==> src/rtl/alu_muldiv_if.sv <==
// Request/response bundle for the alu_muldiv block: operands and opcode in,
// registered result words and status flags out.
interface alu_muldiv_if #(
  parameter int WIDTH = 32
);
  logic             start;
  logic [3:0]       op;
  logic [WIDTH-1:0] a;
  logic [WIDTH-1:0] b;
  logic             busy;
  logic             done;
  logic [WIDTH-1:0] result;
  logic [WIDTH-1:0] result_hi;
  logic             zero;
  logic             overflow;
  logic             div_by_zero;

  modport master (
    output start, op, a, b,
    input  busy, done, result, result_hi, zero, overflow, div_by_zero
  );

  modport slave (
    input  start, op, a, b,
    output busy, done, result, result_hi, zero, overflow, div_by_zero
  );
endinterface

==> src/rtl/alu_muldiv.sv <==
// Single-cycle ALU with iterative unsigned shift-add multiply and restoring
// divide; one WIDTH-iteration engine shared by MULU and DIVU.
module alu_muldiv #(
  parameter int WIDTH = 32
) (
  input logic         clk,
  input logic         rst,
  alu_muldiv_if.slave bus
);
  localparam int SHW = $clog2(WIDTH);

  localparam logic [3:0] OP_ADD  = 4'b0000;
  localparam logic [3:0] OP_AND  = 4'b0001;
  localparam logic [3:0] OP_OR   = 4'b0010;
  localparam logic [3:0] OP_EQ   = 4'b0011;
  localparam logic [3:0] OP_SUB  = 4'b0100;
  localparam logic [3:0] OP_XOR  = 4'b0101;
  localparam logic [3:0] OP_NOR  = 4'b0110;
  localparam logic [3:0] OP_SLT  = 4'b0111;
  localparam logic [3:0] OP_SLL  = 4'b1000;
  localparam logic [3:0] OP_SRL  = 4'b1001;
  localparam logic [3:0] OP_SRA  = 4'b1010;
  localparam logic [3:0] OP_MULU = 4'b1011;
  localparam logic [3:0] OP_DIVU = 4'b1100;

  typedef enum logic [1:0] {
    ST_IDLE = 2'd0,
    ST_MUL  = 2'd1,
    ST_DIV  = 2'd2
  } state_t;

  state_t           state_r, state_nx_s;
  logic [SHW-1:0]   cnt_r;
  logic [WIDTH-1:0] opa_r, hi_r, lo_r;
  logic [WIDTH-1:0] result_r, result_hi_r;
  logic             busy_r, done_r, zero_r, overflow_r, div_by_zero_r;

  logic             accept_s, last_s, is_mul_s, is_div_s;
  logic [SHW-1:0]   sh_s;
  logic [WIDTH-1:0] sum_s, diff_s, negb_s;
  logic [WIDTH-1:0] alu_res_s, alu_hi_s;
  logic             alu_valid_s, alu_ovf_s, alu_dbz_s;
  logic [WIDTH:0]   mul_sum_s, div_sh_s, div_diff_s;
  logic [WIDTH-1:0] mul_hi_s, mul_lo_s, div_hi_s, div_lo_s;
  logic             out_load_s, out_done_s, out_zero_s, out_ovf_s, out_dbz_s;
  logic [WIDTH-1:0] out_res_s, out_hi_s;

  assign accept_s = bus.start && (state_r == ST_IDLE);
  assign is_mul_s = (bus.op == OP_MULU);
  assign is_div_s = (bus.op == OP_DIVU) && (bus.b != {WIDTH{1'b0}});
  assign last_s   = (cnt_r == SHW'(WIDTH - 1));
  assign sh_s     = bus.b[SHW-1:0];
  assign sum_s    = bus.a + bus.b;
  assign diff_s   = bus.a - bus.b;
  assign negb_s   = ~bus.b + {{(WIDTH-1){1'b0}}, 1'b1};

  // Single-cycle operation results, computed straight from the live operands.
  always_comb begin
    alu_res_s   = {WIDTH{1'b0}};
    alu_hi_s    = {WIDTH{1'b0}};
    alu_valid_s = 1'b1;
    alu_ovf_s   = 1'b0;
    alu_dbz_s   = 1'b0;
    case (bus.op)
      OP_ADD: begin
        alu_res_s = sum_s;
        alu_ovf_s = (bus.a[WIDTH-1] == bus.b[WIDTH-1]) && (sum_s[WIDTH-1] != bus.a[WIDTH-1]);
      end
      OP_SUB: begin
        alu_res_s = diff_s;
        alu_ovf_s = (bus.a[WIDTH-1] == negb_s[WIDTH-1]) && (diff_s[WIDTH-1] != bus.a[WIDTH-1]);
      end
      OP_AND:  alu_res_s = bus.a & bus.b;
      OP_OR:   alu_res_s = bus.a | bus.b;
      OP_XOR:  alu_res_s = bus.a ^ bus.b;
      OP_NOR:  alu_res_s = ~(bus.a | bus.b);
      OP_EQ:   alu_res_s = {{(WIDTH-1){1'b0}}, (bus.a == bus.b)};
      OP_SLT:  alu_res_s = {{(WIDTH-1){1'b0}}, ($signed(bus.a) < $signed(bus.b))};
      OP_SLL:  alu_res_s = bus.a << sh_s;
      OP_SRL:  alu_res_s = bus.a >> sh_s;
      OP_SRA:  alu_res_s = $unsigned($signed(bus.a) >>> sh_s);
      OP_MULU: alu_res_s = {WIDTH{1'b0}};
      OP_DIVU: begin
        // Only reaches the outputs when b==0; b!=0 goes to the iterative path.
        alu_res_s = {WIDTH{1'b1}};
        alu_hi_s  = bus.a;
        alu_dbz_s = 1'b1;
      end
      default: alu_valid_s = 1'b0;
    endcase
  end

  // One iteration of shift-add multiply (hi:lo = partial product : multiplier)
  // and restoring divide (hi:lo = remainder : dividend/quotient).
  always_comb begin
    mul_sum_s  = {1'b0, hi_r} + (lo_r[0] ? {1'b0, opa_r} : {(WIDTH+1){1'b0}});
    mul_hi_s   = mul_sum_s[WIDTH:1];
    mul_lo_s   = {mul_sum_s[0], lo_r[WIDTH-1:1]};
    div_sh_s   = {hi_r, lo_r[WIDTH-1]};
    div_diff_s = div_sh_s - {1'b0, opa_r};
    if (!div_diff_s[WIDTH]) begin
      div_hi_s = div_diff_s[WIDTH-1:0];
      div_lo_s = {lo_r[WIDTH-2:0], 1'b1};
    end else begin
      div_hi_s = div_sh_s[WIDTH-1:0];
      div_lo_s = {lo_r[WIDTH-2:0], 1'b0};
    end
  end

  // State register.
  always_ff @(posedge clk) begin
    if (rst) begin
      state_r <= ST_IDLE;
    end else begin
      state_r <= state_nx_s;
    end
  end

  // Next-state logic.
  always_comb begin
    state_nx_s = state_r;
    case (state_r)
      ST_IDLE: begin
        if (accept_s && is_mul_s) begin
          state_nx_s = ST_MUL;
        end else if (accept_s && is_div_s) begin
          state_nx_s = ST_DIV;
        end else begin
          state_nx_s = ST_IDLE;
        end
      end
      ST_MUL, ST_DIV: begin
        if (last_s) begin
          state_nx_s = ST_IDLE;
        end else begin
          state_nx_s = state_r;
        end
      end
      default: state_nx_s = ST_IDLE;
    endcase
  end

  // Output update selection: what gets written to the result registers and when.
  always_comb begin
    out_load_s = 1'b0;
    out_done_s = 1'b0;
    out_res_s  = alu_res_s;
    out_hi_s   = alu_hi_s;
    out_zero_s = alu_valid_s && (alu_res_s == {WIDTH{1'b0}});
    out_ovf_s  = alu_ovf_s;
    out_dbz_s  = alu_dbz_s;
    case (state_r)
      ST_IDLE: begin
        if (accept_s && !is_mul_s && !is_div_s) begin
          out_load_s = 1'b1;
          out_done_s = 1'b1;
        end else begin
          out_load_s = 1'b0;
        end
      end
      ST_MUL: begin
        out_res_s  = mul_lo_s;
        out_hi_s   = mul_hi_s;
        out_zero_s = (mul_lo_s == {WIDTH{1'b0}});
        out_ovf_s  = 1'b0;
        out_dbz_s  = 1'b0;
        out_load_s = last_s;
        out_done_s = last_s;
      end
      ST_DIV: begin
        out_res_s  = div_lo_s;
        out_hi_s   = div_hi_s;
        out_zero_s = (div_lo_s == {WIDTH{1'b0}});
        out_ovf_s  = 1'b0;
        out_dbz_s  = 1'b0;
        out_load_s = last_s;
        out_done_s = last_s;
      end
      default: out_load_s = 1'b0;
    endcase
  end

  // Datapath and output registers.
  always_ff @(posedge clk) begin
    if (rst) begin
      cnt_r         <= {SHW{1'b0}};
      opa_r         <= {WIDTH{1'b0}};
      hi_r          <= {WIDTH{1'b0}};
      lo_r          <= {WIDTH{1'b0}};
      busy_r        <= 1'b0;
      done_r        <= 1'b0;
      result_r      <= {WIDTH{1'b0}};
      result_hi_r   <= {WIDTH{1'b0}};
      zero_r        <= 1'b0;
      overflow_r    <= 1'b0;
      div_by_zero_r <= 1'b0;
    end else begin
      busy_r <= (state_nx_s != ST_IDLE);
      done_r <= out_done_s;
      if (state_r == ST_IDLE) begin
        cnt_r <= {SHW{1'b0}};
        hi_r  <= {WIDTH{1'b0}};
        opa_r <= is_mul_s ? bus.a : bus.b;
        lo_r  <= is_mul_s ? bus.b : bus.a;
      end else begin
        cnt_r <= cnt_r + {{(SHW-1){1'b0}}, 1'b1};
        hi_r  <= (state_r == ST_MUL) ? mul_hi_s : div_hi_s;
        lo_r  <= (state_r == ST_MUL) ? mul_lo_s : div_lo_s;
      end
      if (out_load_s) begin
        result_r      <= out_res_s;
        result_hi_r   <= out_hi_s;
        zero_r        <= out_zero_s;
        overflow_r    <= out_ovf_s;
        div_by_zero_r <= out_dbz_s;
      end else begin
        result_r      <= result_r;
        result_hi_r   <= result_hi_r;
        zero_r        <= zero_r;
        overflow_r    <= overflow_r;
        div_by_zero_r <= div_by_zero_r;
      end
    end
  end

  assign bus.busy        = busy_r;
  assign bus.done        = done_r;
  assign bus.result      = result_r;
  assign bus.result_hi   = result_hi_r;
  assign bus.zero        = zero_r;
  assign bus.overflow    = overflow_r;
  assign bus.div_by_zero = div_by_zero_r;
endmodule

==> src/flat_wrapper.sv <==
// flat-port wrapper written by rule: the top's interface ports become plain ports
module alu_muldiv_flat 
#(
  parameter int WIDTH = 32
)
  (clk, rst, bus_start, bus_op, bus_a, bus_b, bus_busy, bus_done, bus_result, bus_result_hi, bus_zero, bus_overflow, bus_div_by_zero);
  alu_muldiv_if #(.WIDTH(WIDTH)) bus_i ();
  input logic clk;
  input logic rst;
  input wire logic [$bits(bus_i.start)-1:0] bus_start;
  input wire logic [$bits(bus_i.op)-1:0] bus_op;
  input wire logic [$bits(bus_i.a)-1:0] bus_a;
  input wire logic [$bits(bus_i.b)-1:0] bus_b;
  output wire logic [$bits(bus_i.busy)-1:0] bus_busy;
  output wire logic [$bits(bus_i.done)-1:0] bus_done;
  output wire logic [$bits(bus_i.result)-1:0] bus_result;
  output wire logic [$bits(bus_i.result_hi)-1:0] bus_result_hi;
  output wire logic [$bits(bus_i.zero)-1:0] bus_zero;
  output wire logic [$bits(bus_i.overflow)-1:0] bus_overflow;
  output wire logic [$bits(bus_i.div_by_zero)-1:0] bus_div_by_zero;
  assign bus_i.start = bus_start;
  assign bus_i.op = bus_op;
  assign bus_i.a = bus_a;
  assign bus_i.b = bus_b;
  assign bus_busy = bus_i.busy;
  assign bus_done = bus_i.done;
  assign bus_result = bus_i.result;
  assign bus_result_hi = bus_i.result_hi;
  assign bus_zero = bus_i.zero;
  assign bus_overflow = bus_i.overflow;
  assign bus_div_by_zero = bus_i.div_by_zero;
  alu_muldiv #(.WIDTH(WIDTH)) u_core (.clk(clk), .rst(rst), .bus(bus_i));
endmodule
==> config.mk <==
export PLATFORM = sky130hd
export DESIGN_NAME = alu_muldiv_flat
export DESIGN_NICKNAME = d
export VERILOG_FILES = /design/src/rtl/alu_muldiv_if.sv /design/src/rtl/alu_muldiv.sv /design/src/flat_wrapper.sv
export SDC_FILE = /design/constraint.sdc
export NUM_CORES = 1
export LEC_CHECK = 0
export CAP_MARGIN = 0
export CORE_MARGIN = 2
export CORE_UTILIZATION = 37
export CTS_CLUSTER_SIZE = 16
export DETAILED_ROUTE_END_ITERATION = 10
export MAX_ROUTING_LAYER = met4
export SLEW_MARGIN = 10
export SYNTH_ARGS = -nofsm -noshare
export SYNTH_HDL_FRONTEND = slang
export SYNTH_SLANG_ARGS = --single-unit
==> constraint.sdc <==
create_clock -name clk -period 5.7 [get_ports clk]
set_input_delay 1.14 -clock clk [delete_from_list [all_inputs] [get_ports clk]]
set_output_delay 1.14 -clock clk [all_outputs]
set_load 0.02 [all_outputs]
==> results of run 1 <==
-- cell type report --
cell class / count / area [sq um]
Antenna cell: 4 / 10.01
Clock buffer: 18 / 439.2
Clock inverter: 14 / 166.4
Fill cell: 6265 / 32340
Inverter: 153 / 574.3
Multi-Input combinational cell: 2465 / 17540
Sequential cell: 172 / 3443
Tap cell: 782 / 978.4
Timing Repair Buffer: 584 / 4867
-- layer usage --
metal | vias to the layer above | wire length, um | track usage (%)
li1 | 12130 | - | -
met1 | 13190 | 51830 | 51.38
met2 | 1518 | 55430 | 61.30
met3 | 308 | 11080 | 6.078
met4 | 0 | 9326 | 25.49
met5 | - | 0 | -
-- layout by cell type (no fill, tap or decap), types with 29 or more instances in the layout --
master and instances:
xnor2_1 56, inv_1 145, a31oi_1 29, nor2_1 296, nor4_1 32, o211ai_1 59, mux2_2 44, ha_1 172
clkdlybuf4s50_1 132, nand2_1 235, nor3_1 73, a211oi_1 160, mux2i_1 51, dfxtp_1 172, a211o_1 37, o21ai_0 124
nand2b_1 29, mux4_2 52, a21oi_1 315, nand3_1 66, buf_4 435, a21o_1 47, and2_1 78
-- power breakdown --
part / internal, mW / switching (mW) / total, mW
clock network: 0.641 / 0.605 / 1.25
registers: 1.26 / 0.0586 / 1.32
logic: 0.846 / 1.30 / 2.14
total: 2.75 / 1.96 / 4.71
-- how the worst max path moves through the flow --
stage                                    start                                   end  slack [ns]  cells past startpoint
floorplan                             bus_b[1]          u_core.bus.zero$_SDFFE_PP0P_        0.20                     17
global placement                     bus_b[23]          u_core.bus.zero$_SDFFE_PP0P_       -0.28                     17
detailed placement                   bus_b[23]          u_core.bus.zero$_SDFFE_PP0P_       -0.22                     17
CTS                 u_core.lo_r[31]$_SDFF_PP0_  u_core.bus.result_hi[5]$_SDFFE_PP0P_        0.25                     16
global route        u_core.lo_r[31]$_SDFF_PP0_  u_core.bus.result_hi[5]$_SDFFE_PP0P_        0.04                     16
finish                               bus_b[23]          u_core.bus.zero$_SDFFE_PP0P_        0.13                     17
-- flip-flops by register name (all words and copies together), names as in the netlist, 2 cells and up --
signal,count
u_core.opa_r,32
u_core.bus.result_hi,32
u_core.hi_r,32
u_core.bus.result,32
u_core.cnt_r,5
u_core.state_r,2
u_core.lo_r,32
-- Yosys cell counts, types with 16 or more instances --
cell type	n	area (sq um)
mux2_2	44	495.5
ha_1	174	2177
inv_1	145	544.3
xnor2_1	56	490.5
a21o_1	47	352.8
a211o_1	37	324.1
mux4_2	52	1171
buf_2	29	145.1
xor2_1	28	245.2
a22oi_1	19	142.6
o21a_1	27	202.7
a211oi_1	160	1201
nor2_1	298	1119
or3_1	16	100.1
o221ai_1	16	140.1
o211ai_1	59	442.9
a21oi_1	315	1577
a31oi_1	29	181.4
nor4_1	33	206.5
nand2b_1	29	181.4
nand3_1	66	330.3
and2_1	78	488.0
nand4_1	21	131.4
nor3_1	73	365.4
mux2i_1	51	510.5
dfxtp_1	172	3443
o31ai_1	19	142.6
a221oi_1	23	201.4
nand2_1	235	882.1
o22ai_1	21	131.4
nor2b_1	27	168.9
o21ai_0	124	620.6
clkbuf_1	199	747.0
-- through the flow --
stage / std cells / hold WS [ns] / worst slack, ns / instance area (sq um) / TNS, ns
3_5_place_dp: 4156 / 0.4438 / -0.2244 / 27410 / -0.2244
6_report: 4192 / 0.4502 / 0.1273 / 28020 / 0
3_3_place_gp: 4156 / 0.4331 / -0.2849 / 27410 / -0.2849
5_1_grt: 4191 / 0.4776 / 0.04148 / 28020 / 0
2_1_floorplan: 3048 / 0.4179 / 0.1999 / 22610 / 0
4_1_cts: 4188 / 0.4565 / 0.2506 / 28010 / 0
-- repair_timing --
item                                    in CTS  in global routing
gates resized for setup                      0                  1
setup buffers                                0                  0
endpoints found under the setup margin       0                  1
-- cells by family after synthesis --
logic type,synth area share [%]
AO/OA/AOI/OAI,32.34
AND/OR/NAND/NOR,20.84
buffers and inverters,7.494
adder cells (fa/ha/maj),9.985
flip-flops,15.23
multiplexers,10.78
XOR/XNOR,3.327
==> metrics.yaml, run 1 <==
status: "completed"
p_leak_nw: 11.66
rrSetupSlack_ns: 0.18
min_period_over_period_pct: 97.77
cp.required_ns: 6.12
holdBufCountCts: 0
grt.total_usage_pct: 40.78
dr.pass1.iters: 7
worst-path-buf-inv: 5
hold_class: "reg -> reg"
core_sq_um: 60360
grt_max_degree: 76
core.rowCount: 90
die_y_um: 251.2
hold_path_depth: 1
crit_top_cell: "buf_4"
ys_warn_count: 0
clkLatencyLatePin_ns: 0.49
grt_pass1_vias: 25780
min_period_ns: 5.573
hp-start: "u_core.cnt_r[0]$_SDFF_PP0_"
hpwl_um: 101800
r2r-start: "u_core.lo_r[31]$_SDFF_PP0_"
fmax_mhz: 179.4
cp-end-kind: "flip-flop"
ys.flop_type: "dfxtp_1"
final_util_pct: 46.43
drive_above_1_share_pct: 18.76
clk_pin_slew_ns: 0.09
drt_wl_total_um: 127700
power.total_mw: 4.710
slew_headroom_pct: 13.28
rsz0062_at_grt: "no"
cts_buffers: 17
max_stage_delay_ns: 0.63
worstMarginPinSlew_ns: 1.297
remaining_drc_errors: 0
avgSynthCellArea_sq_um: 7.416
vias_per_cell: 6.475
grt_antenna_before_repair: 4
power.density_nw_per_um2: 168.1
dieArea_sq_um: 63090
num_io_pins: 140
drtAntennaViolNets: 0
crit_path_start_kind: "primary input"
cp.arrival_ns: 5.99
holdPathEnd: "u_core.cnt_r[0]$_SDFF_PP0_"
clockBufferDepth: 2
areaGrowthSynthToFinish_pct: 23.96
gp_congestion: 1.085
crit_type: "in -> reg"
crit_slowest_cell: "clkdlybuf4s50_1"
crit_chain: "clkdlybuf4s50_1 > inv_1 > ha_1 > buf_4 > a21oi_1 > o221ai_1 > a21oi_1 > buf_4 > o221ai_1 > a2111oi_1 > buf_4 > nor2_1 > a221oi_1 > o31ai_1 > or3b_2 > or4_1 > o21ai_1"
overflow: 0
clock_sinks: 172
grt_first_pass_wirelength_um: 181800
critical_path.top_delay_family: "compound AO/OA/AOI/OAI gates"
ys_seq_area_share_pct: 15.23
synthesis.instances: 3048
die_x_um: 251.2
reg2regPathDepth: 16
fin_worst_skew_ns: 0.02113
h-tree-depth: 4
drt_iter0_drc: 3057
setup_viol: 0
cts-root-buf: "clkbuf_16"
syn-num-nets: 3297
synth-seq-cells: 172
start_util_pct: 37.45
cap_violations: 0
io_buffers: 139
cts_tree: "built"
hold_viol: 0
ys_types: 96
synth_edf_count: 0
fin_nets: 3642
irDropWorstVdd_v: 0.0002335
syn_area_sq_um: 22610
wl_per_cell_um: 30.45
num_vias: 27140
async_flop_share_pct: 0
r2r-end: "u_core.bus.result_hi[5]$_SDFFE_PP0P_"
worst-path-max-fanout: 7
drv_slew: 0
No activity file was read; power rests on OpenSTA's default activity.
==> inputs of run 2 (changes only) <==
--- a/config.mk
+++ b/config.mk
@@ -10,7 +10,6 @@
 export CORE_UTILIZATION = 37
 export CTS_CLUSTER_SIZE = 16
 export DETAILED_ROUTE_END_ITERATION = 10
-export MAX_ROUTING_LAYER = met4
 export SLEW_MARGIN = 10
 export SYNTH_ARGS = -nofsm -noshare
 export SYNTH_HDL_FRONTEND = slang
==> run 2 against run 1 <==
  * Final area decreased by 2.7%
  * Largest cell class unchanged
  * First-iteration DRC count increased by 20%
  * Register-to-register slack improved by 0.21 ns
==> metrics.yaml, run 2 (synthesis results as in run 1) <==
status: "completed"
slew_headroom_pct: 36.79  # +24 points
grt_antenna_before_repair: 6  # +2
grt.total_usage_pct: 36.93  # -3.9 points
setup_viol: 0  # unchanged
cts_buffers: 17  # unchanged
clock_sinks: 172  # unchanged
crit_path_start_kind: "primary input"
drtAntennaViolNets: 0  # unchanged
cp-end-kind: "flip-flop"
crit_chain: "clkdlybuf4s50_1 > inv_1 > ha_1 > inv_1 > fa_1 > nor2b_1 > o311ai_0 > buf_4 > a211o_1 > a21oi_1 > a311oi_1 > o221ai_1 > a2111oi_0 > buf_4 > nand4_1 > or4_1 > o21ai_1"
drt_wl_total_um: 119600  # -6.3%
crit_type: "in -> reg"
clkLatencyLatePin_ns: 0.50  # about the same
holdBufCountCts: 0  # unchanged
hpwl_um: 95160  # -6.6%
crit_slowest_cell: "o311ai_0"
hold_class: "reg -> reg"
drive_above_1_share_pct: 16.41  # -2.4 points
clockBufferDepth: 2  # unchanged
irDropWorstVdd_v: 0.0002358  # +1.0%
p_leak_nw: 11.19  # -4.1%
h-tree-depth: 4  # unchanged
cap_violations: 0  # unchanged
use_met2_pct: 55.52  # -5.8 points
clk_pin_slew_ns: 0.08  # about the same
grt_pass1_vias: 24970  # -3.1%
gp_congestion: 1.103  # +1.6%
fin_worst_skew_ns: 0.02307  # +0.001936 ns
num_io_pins: 140  # unchanged
fmax_mhz: 179.3  # about the same
worst-path-buf-inv: 5  # unchanged
die_x_um: 251.2  # unchanged
min_period_ns: 5.577  # +0.004285 ns
rsz0062_at_grt: "no"
multi_input_area_sq_um: 17540  # unchanged
min_period_over_period_pct: 97.84  # about the same
vias_per_cell: 6.553  # +1.2%
post_cts_resized: 0  # unchanged
dr.pass1.iters: 6  # -1
drt_iter0_drc: 3672  # +20%
grt_use_met3_pct: 7.962  # +1.9 points
wl_per_cell_um: 29.19  # -4.1%
die_y_um: 251.2  # unchanged
hold-worst-slack_ns: 0.4448  # -0.005388 ns
areaGrowthSynthToFinish_pct: 20.62
power.density_nw_per_um2: 167.1  # -0.60%
place_area_sq_um: 26700  # -2.6%
cp.required_ns: 6.13  # about the same
n_fill_cell: 6221  # -0.70%
dieArea_sq_um: 63090  # unchanged
worst-path-max-fanout: 3  # -4
num_vias: 26860  # -1.1%
fin_area_sq_um: 27270  # -2.7%
power.total_mw: 4.556  # -3.3%
grt_max_degree: 86  # +13%
overflow: 0  # unchanged
regArea_sq_um: 3443  # unchanged
final_cell_mix: "buf_4 (346), a21oi_1 (315), nor2_1 (296), nand2_1 (235)"
core_sq_um: 60360  # unchanged
grt_busiest_layer: "met2"
hold_viol: 0  # unchanged
core.rowCount: 90  # unchanged
grtUsageMet1_pct: 46.98  # -4.4 points
tns_ns: 0  # unchanged
remaining_drc_errors: 0  # unchanged
fin_nets: 3551  # -2.5%
cts_setup_buffers: 0  # unchanged
drv_slew: 0  # unchanged
io_buffers: 139  # unchanged
max_stage_delay_ns: 0.56  # -0.07 ns
cp.arrival_ns: 6.01  # +0.02 ns
final_common_cell: "buf_4"
cts_tree: "built"
critical_path.top_delay_family: "compound AO/OA/AOI/OAI gates"
start_util_pct: 37.45  # unchanged
cts-root-buf: "clkbuf_16"
grt_first_pass_wirelength_um: 171800  # -5.5%
worstMarginPinSlew_ns: 0.9462  # -0.3511 ns
[run 2: cell count changes in the layout (fill, tap and decap cells not counted), sizes merged]
cell | before | now
buf | 452 | 361
inv | 157 | 148
clkbuf | 18 | 24
diode | 4 | 1
clkinvlp | 0 | 2
clkinv | 9 | 10
[run 2: layout make-up]
class,count,share of cell area (%)
Antenna cell,1,0.009177
Sequential cell,172,12.63
Timing Repair Buffer,493,15.25
Tap cell,782,3.588
Clock inverter,8,0.3120
Inverter,153,2.106
Clock buffer,24,1.767
Multi-Input combinational cell,2465,64.34
[run 2: report_power, final]
part	internal, mW	total (mW)	switching (mW)
registers	1.26	1.32	0.0583
logic	0.796	2.05	1.26
clock network	0.638	1.18	0.542
total	2.70	4.56	1.86
[run 2: metal layers]
metal  wire (um)  vias up
met5          53        -
met4        9748        8
met3       12580      363
met2       50560     1766
met1       46690    12790
li1            -    11930
[run 2: worst reg2reg max path, stage by stage (launching register included)]
cell and delay [ns]:
dfxtp_1 0.31, inv_1 0.31, ha_1 0.25, inv_1 0.05, fa_1 0.44, a211o_1 0.35, o211ai_1 0.12, a21oi_1 0.22
or4b_2 0.73, a31oi_1 0.16, buf_4 0.16, o31a_1 0.20, o21ai_1 0.23, xor2_4 0.44, mux2_2 0.43, a222oi_1 0.51
buf_4 0.22, a211oi_1 0.06
[run 2: final timing paths]
check                                  start                              endpoint  slack, ns  cells after the start
setup / recovery                    bus_a[0]          u_core.bus.zero$_SDFFE_PP0P_       0.12                     17
hold / removal    u_core.cnt_r[0]$_SDFF_PP0_            u_core.cnt_r[0]$_SDFF_PP0_       0.44                      1
setup reg to reg  u_core.lo_r[31]$_SDFF_PP0_  u_core.bus.result_hi[3]$_SDFFE_PP0P_       0.39                     17
hold reg to reg   u_core.cnt_r[0]$_SDFF_PP0_            u_core.cnt_r[0]$_SDFF_PP0_       0.44                      1
[run 2: metrics by stage]
step,worst slack (ns),util [%],cells
after CTS,0.3172,45.17,4097
after floorplan,0.1999,-,3048
after detailed placement,-0.1791,44.23,4065
final,0.1230,45.18,4098
after global placement,-0.1789,44.23,4065
after global routing,0.02780,45.17,4097
